<file path="src/rtl/arilla_bus_arbiter.sv">
// rtl/arilla_bus_arbiter.sv - N-master round-robin arbiter for the arilla bus
// Optional watchdog: define ARILLA_BUS_ARBITER_TIMEOUT_EN.
module arilla_bus_arbiter #(
  parameter int NumMasters = 2,
  parameter int DataWidth = 32,
  parameter int ByteAddressWidth = 32,
  parameter int TimeoutCycles = 256,
  localparam int WordAddressWidth = ByteAddressWidth - $clog2(DataWidth / 8),
  localparam int BeWidth = DataWidth / 8
) (
  input  logic                                   clk,
  input  logic                                   rst,
  input  logic [NumMasters*DataWidth-1:0]        m_data,
  input  logic [NumMasters*WordAddressWidth-1:0] m_address,
  input  logic [NumMasters*BeWidth-1:0]          m_byte_enable,
  input  logic [NumMasters-1:0]                  m_read,
  input  logic [NumMasters-1:0]                  m_write,
  output logic [NumMasters*DataWidth-1:0]        m_data_in,
  output logic [NumMasters-1:0]                  m_available,
  output logic [NumMasters-1:0]                  m_intercept,
  output logic [DataWidth-1:0]                   s_data,
  output logic [WordAddressWidth-1:0]            s_address,
  output logic [BeWidth-1:0]                     s_byte_enable,
  output logic                                   s_read,
  output logic                                   s_write,
  input  logic [DataWidth-1:0]                   s_data_in,
  input  logic                                   s_available,
  input  logic                                   s_intercept,
  output logic [NumMasters-1:0]                  grant,
  output logic                                   timeout
);

  localparam int IdxW = (NumMasters > 1) ? $clog2(NumMasters) : 1;

  typedef enum logic {IDLE, BUSY} state_t;

  state_t              state;
  logic [IdxW-1:0]     ptr;
  logic [IdxW-1:0]     gnt_idx;
  logic [IdxW-1:0]     win_idx;
  logic [IdxW-1:0]     nxt_ptr;
  logic                win_valid;
  logic [NumMasters-1:0] req;
  logic                busy;
  logic                done;
  logic                abort;
  logic                fire;

  assign req  = m_read | m_write;
  assign busy = (state == BUSY);

  // Lowest requester at or above ptr wins; otherwise fall back to the lowest overall (wrap).
  always_comb begin
    win_valid = |req;
    win_idx   = '0;
    for (int i = NumMasters - 1; i >= 0; i--) begin
      if (req[i]) win_idx = IdxW'(i);
    end
    for (int i = NumMasters - 1; i >= 0; i--) begin
      if (req[i] && (IdxW'(i) >= ptr)) win_idx = IdxW'(i);
    end
  end

  // grant is one-hot or zero, so an OR-mux yields idle-zero strobes for free.
  always_comb begin
    s_data        = '0;
    s_address     = '0;
    s_byte_enable = '0;
    for (int i = 0; i < NumMasters; i++) begin
      if (grant[i]) begin
        s_data        = s_data | m_data[i*DataWidth +: DataWidth];
        s_address     = s_address | m_address[i*WordAddressWidth +: WordAddressWidth];
        s_byte_enable = s_byte_enable | m_byte_enable[i*BeWidth +: BeWidth];
      end
    end
  end

  assign s_read  = |(m_read & grant);
  assign s_write = |(m_write & grant);

  assign done  = busy & s_available & (s_read | s_write);
  assign abort = busy & ~(s_read | s_write);

  assign m_available = grant & {NumMasters{done | fire}};
  assign m_intercept = grant & {NumMasters{s_intercept}};

  always_comb begin
    m_data_in = '0;
    for (int i = 0; i < NumMasters; i++) begin
      m_data_in[i*DataWidth +: DataWidth] = (fire && grant[i]) ? {DataWidth{1'b1}} : s_data_in;
    end
  end

  assign nxt_ptr = (gnt_idx == IdxW'(NumMasters - 1)) ? '0 : gnt_idx + 1'b1;

  always_ff @(posedge clk) begin
    if (rst) begin
      state   <= IDLE;
      ptr     <= '0;
      gnt_idx <= '0;
      grant   <= '0;
    end else begin
      case (state)
        IDLE: begin
          if (win_valid) begin
            state   <= BUSY;
            gnt_idx <= win_idx;
            grant   <= NumMasters'(1) << win_idx;
          end
        end
        BUSY: begin
          if (done || abort || fire) begin
            state <= IDLE;
            grant <= '0;
            ptr   <= nxt_ptr;
          end
        end
        default: state <= IDLE;
      endcase
    end
  end

`ifdef ARILLA_BUS_ARBITER_TIMEOUT_EN
  localparam int CntW = $clog2(TimeoutCycles) + 1;

  logic [CntW-1:0] cnt;
  logic            timeout_q;

  assign fire    = busy && !done && (cnt == CntW'(TimeoutCycles - 1));
  assign timeout = timeout_q;

  // Holding the counter at zero while idle is what clears it on entry to BUSY.
  always_ff @(posedge clk) begin
    if (rst) begin
      cnt       <= '0;
      timeout_q <= 1'b0;
    end else begin
      if (!busy) cnt <= '0;
      else if (!done) cnt <= cnt + 1'b1;
      if (fire) timeout_q <= 1'b1;
    end
  end
`else
  logic unused_timeout_cfg;

  assign unused_timeout_cfg = (TimeoutCycles > 0);
  assign fire    = 1'b0;
  assign timeout = 1'b0;
`endif

endmodule

</file>
<file path="config.mk">
export PLATFORM = sky130hd
export DESIGN_NAME = arilla_bus_arbiter
export DESIGN_NICKNAME = d
export VERILOG_FILES = /design/src/rtl/arilla_bus_arbiter.sv
export SDC_FILE = /design/constraint.sdc
export NUM_CORES = 1
export LEC_CHECK = 0
export ABC_AREA = 1
export CAP_MARGIN = 40
export CELL_PAD_IN_SITES_DETAIL_PLACEMENT = 1
export CELL_PAD_IN_SITES_GLOBAL_PLACEMENT = 1
export CORE_MARGIN = 2
export CORE_UTILIZATION = 10
export CTS_CLUSTER_SIZE = 10
export DETAILED_ROUTE_END_ITERATION = 10
export GPL_TIMING_DRIVEN = 1
export PLACE_DENSITY_LB_ADDON = 0.1
export SYNTH_ARGS = -nofsm -noshare
export SYNTH_HDL_FRONTEND = slang
export SYNTH_SLANG_ARGS = --single-unit
export TNS_END_PERCENT = 1
</file>
<file path="constraint.sdc">
create_clock -name clk -period 1.45 [get_ports clk]
set_input_delay 0.3625 -clock clk [delete_from_list [all_inputs] [get_ports clk]]
set_output_delay 0.3625 -clock clk [all_outputs]
set_load 0.05 [all_outputs]
</file>
==> flow_summary.json <==
{
  "status": "finished with violations",
  "violations": "setup timing",
  "row_count": 44,
  "drt-total-wl_mm": 8.68,
  "place_congestion": 0.711,
  "multi_input_area_um2": 848,
  "io_pins": 311,
  "cp_max_fo": 2,
  "track_usage": 0.107,
  "insertion_delay_ps": 220,
  "grt-ovfl-total": 0,
  "drtAntennaViolNets": 0,
  "ys_seq_area_frac": 0.0687,
  "grt_max_degree": 16,
  "initial_core_util": 0.101,
  "nNetsFinal": 524,
  "core_area_mm2": 0.0144,
  "worstPathRequired_ps": 1090,
  "grt_pass1_vias": 2264,
  "vdd_drop_max_uv": 582,
  "drt_iter0_drc": 20,
  "synthCells": 192,
  "ys.flop_type": "dfxtp_1",
  "die_height_um": 125,
  "holdCritPathClass": "register to register",
  "period_minus_slack_ps": 1690,
  "layout-drive-gt1-share": 0.333,
  "h-tree-depth": 1,
  "layout_setup_ws_ps": -241,
  "synthTopCellsByCount": "a22o_1, buf_4, buf_2",
  "dr.pass1.iters": 3,
  "clkTransAtPathRegs_ps": 30,
  "fin_crit_sh": 1.17,
  "wl_per_cell_um": 16.2,
  "cp-end-kind": "output pin",
  "finalPower_w": 0.00367,
  "cp_data_arrival_time_ps": 1330,
  "regArea_um2": 108,
  "worst_hold_slack_ps": 469,
  "finalClockSkew_ps": 0.477,
  "async_flop_share": 0,
  "hold_viol_final": 0,
  "p_leak_nw": 1.82,
  "yosys.area.top_type_share": 0.397,
  "rsz0062_at_grt": "yes",
  "diodes": 0,
  "clockBufferDepth": 2,
  "num_vias": 2006,
  "die_x_um": 125,
  "finalSetupViolations": 70,
  "area_growth_syn_to_layout_pct": 203,
  "dieArea_mm2": 0.0155,
  "antenna_found_initial": 0,
  "cts_tree": "done",
  "crit_path_start_kind": "input pin",
  "drcViolationCount": 0,
  "synth_area_mm2": 0.00146,
  "portBuffers": 213,
  "nFillCells": 1611,
  "maxCapViolations": 0,
  "clock_sink_count": 5,
  "clock-root-buffer": "clkbuf_16",
  "synth-seq-cells": 5,
  "fmax_mhz": 591,
  "synth.distinct_cells": 19,
  "critPathKind": "input pin to output pin",
  "grt_pass1_wl_mm": 13.4,
  "yosysWarnings": 0,
  "syn_avg_cell_area_um2": 7.59,
  "synth-edff-count": 0,
  "cts_buffers": 3,
  "syn-num-nets": 364,
  "synth_top_area_cell": "a22o_1",
  "viasPerCell": 3.75,
  "hpwl_mm": 7.60,
  "ys_top_cells_by_area": "a22o_1, buf_4, dfxtp_1",
  "final-max-slew-violation-count": 0,
  "power_density_mw_per_mm2": 832
}
[registers in the layout, indices dropped and copies added (netlist names)]
register	cells
busy	1
ptr	1
grant	2
gnt_idx	1
[area by class of cell]
class / instances / share of cell area
repair buffers: 236 / 0.708
multi-input cells: 100 / 0.192
well taps: 184 / 0.0521
flip-flops and latches: 5 / 0.0244
clock buffers: 4 / 0.0179
inverters: 6 / 0.00510
[cells by family (layout without fill, tap and decap cells)]
family	Yosys count	in the layout	share of synthesized area
simple gates	26	26	0.0850
compound gates	73	73	0.424
other cells	1	1	0.00257
flops	5	5	0.0687
buf+inv	87	246	0.420
[layer usage]
metal,part of all wire,GRT usage
met5,0,0
met4,0.0026,0.0126
met3,0.087,0.0322
met2,0.57,0.219
met1,0.34,0.109
[through the flow]
step	setup TNS, ps	cell area, um^2	std cells	worst slack, ps	util
2_1_floorplan	-9960	1540	192	-282	-
3_3_place_gp	-8190	4300	530	-548	0.299
3_5_place_dp	-8720	4300	530	-569	0.299
4_1_cts	-13990	4390	535	-265	0.305
5_1_grt	-16140	4420	535	-303	0.307
6_report	-12840	4420	535	-241	0.307
[where the power goes]
part | internal [W] | leakage [nW] | switching [W] | total (W)
registers | 0.000158 | 0.0427 | 0.0000255 | 0.000184
clock network | 0.000364 | 0.0382 | 0.0000868 | 0.000451
logic | 0.00157 | 1.74 | 0.00147 | 0.00304
[path summary, 6_finish.rpt]
kind	startpoint	endpoint	slack (ps)	depth (start not counted)
setup / recovery	m_read[0]	m_available[0]	-240	7
hold / removal	gnt_idx	gnt_idx	470	2
setup reg to reg	grant[1]	ptr	340	6
hold reg to reg	gnt_idx	gnt_idx	470	2
[layout by cell type (no fill, tap or decap)]
master             n
nand2_8            2
nand2_1            7
a21oi_1            3
nand2_2            1
clkdlybuf4s50_1  132
a22o_4             3
nor2_1             3
nand4_1            2
or2_4              1
a22o_1            63
dlymetal6s2s_1     2
o21ai_1            1
clkbuf_1           1
or2_1              1
inv_1              6
buf_12            80
clkdlybuf4s15_1    1
conb_1             1
nand2_4            4
clkbuf_16          3
nor2_2             1
nand3_1            1
dfxtp_4            2
buf_6              2
buf_4             15
a21boi_1           1
nor2_4             3
o22ai_1            1
dfxtp_1            3
dlygate4sd2_1      4
o21ai_0            1
[critical path, stage by stage]
cell,delay (ps)
dlygate4sd2_1,260
nand2_4,80
nand2_8,70
nor2_4,40
or2_4,250
nor2_4,110
buf_12,140
[what timing repair did]
item                                    in CTS  in global routing
gates cloned                                 0                  0
hold buffers                                 0                  0
endpoints found under the setup margin      72                 72
endpoints found under the hold margin        0                  0
resized for setup                            7                  6
pin swaps                                   10                  1
setup buffers                                1                  0
No activity file was read; power rests on OpenSTA's default activity.
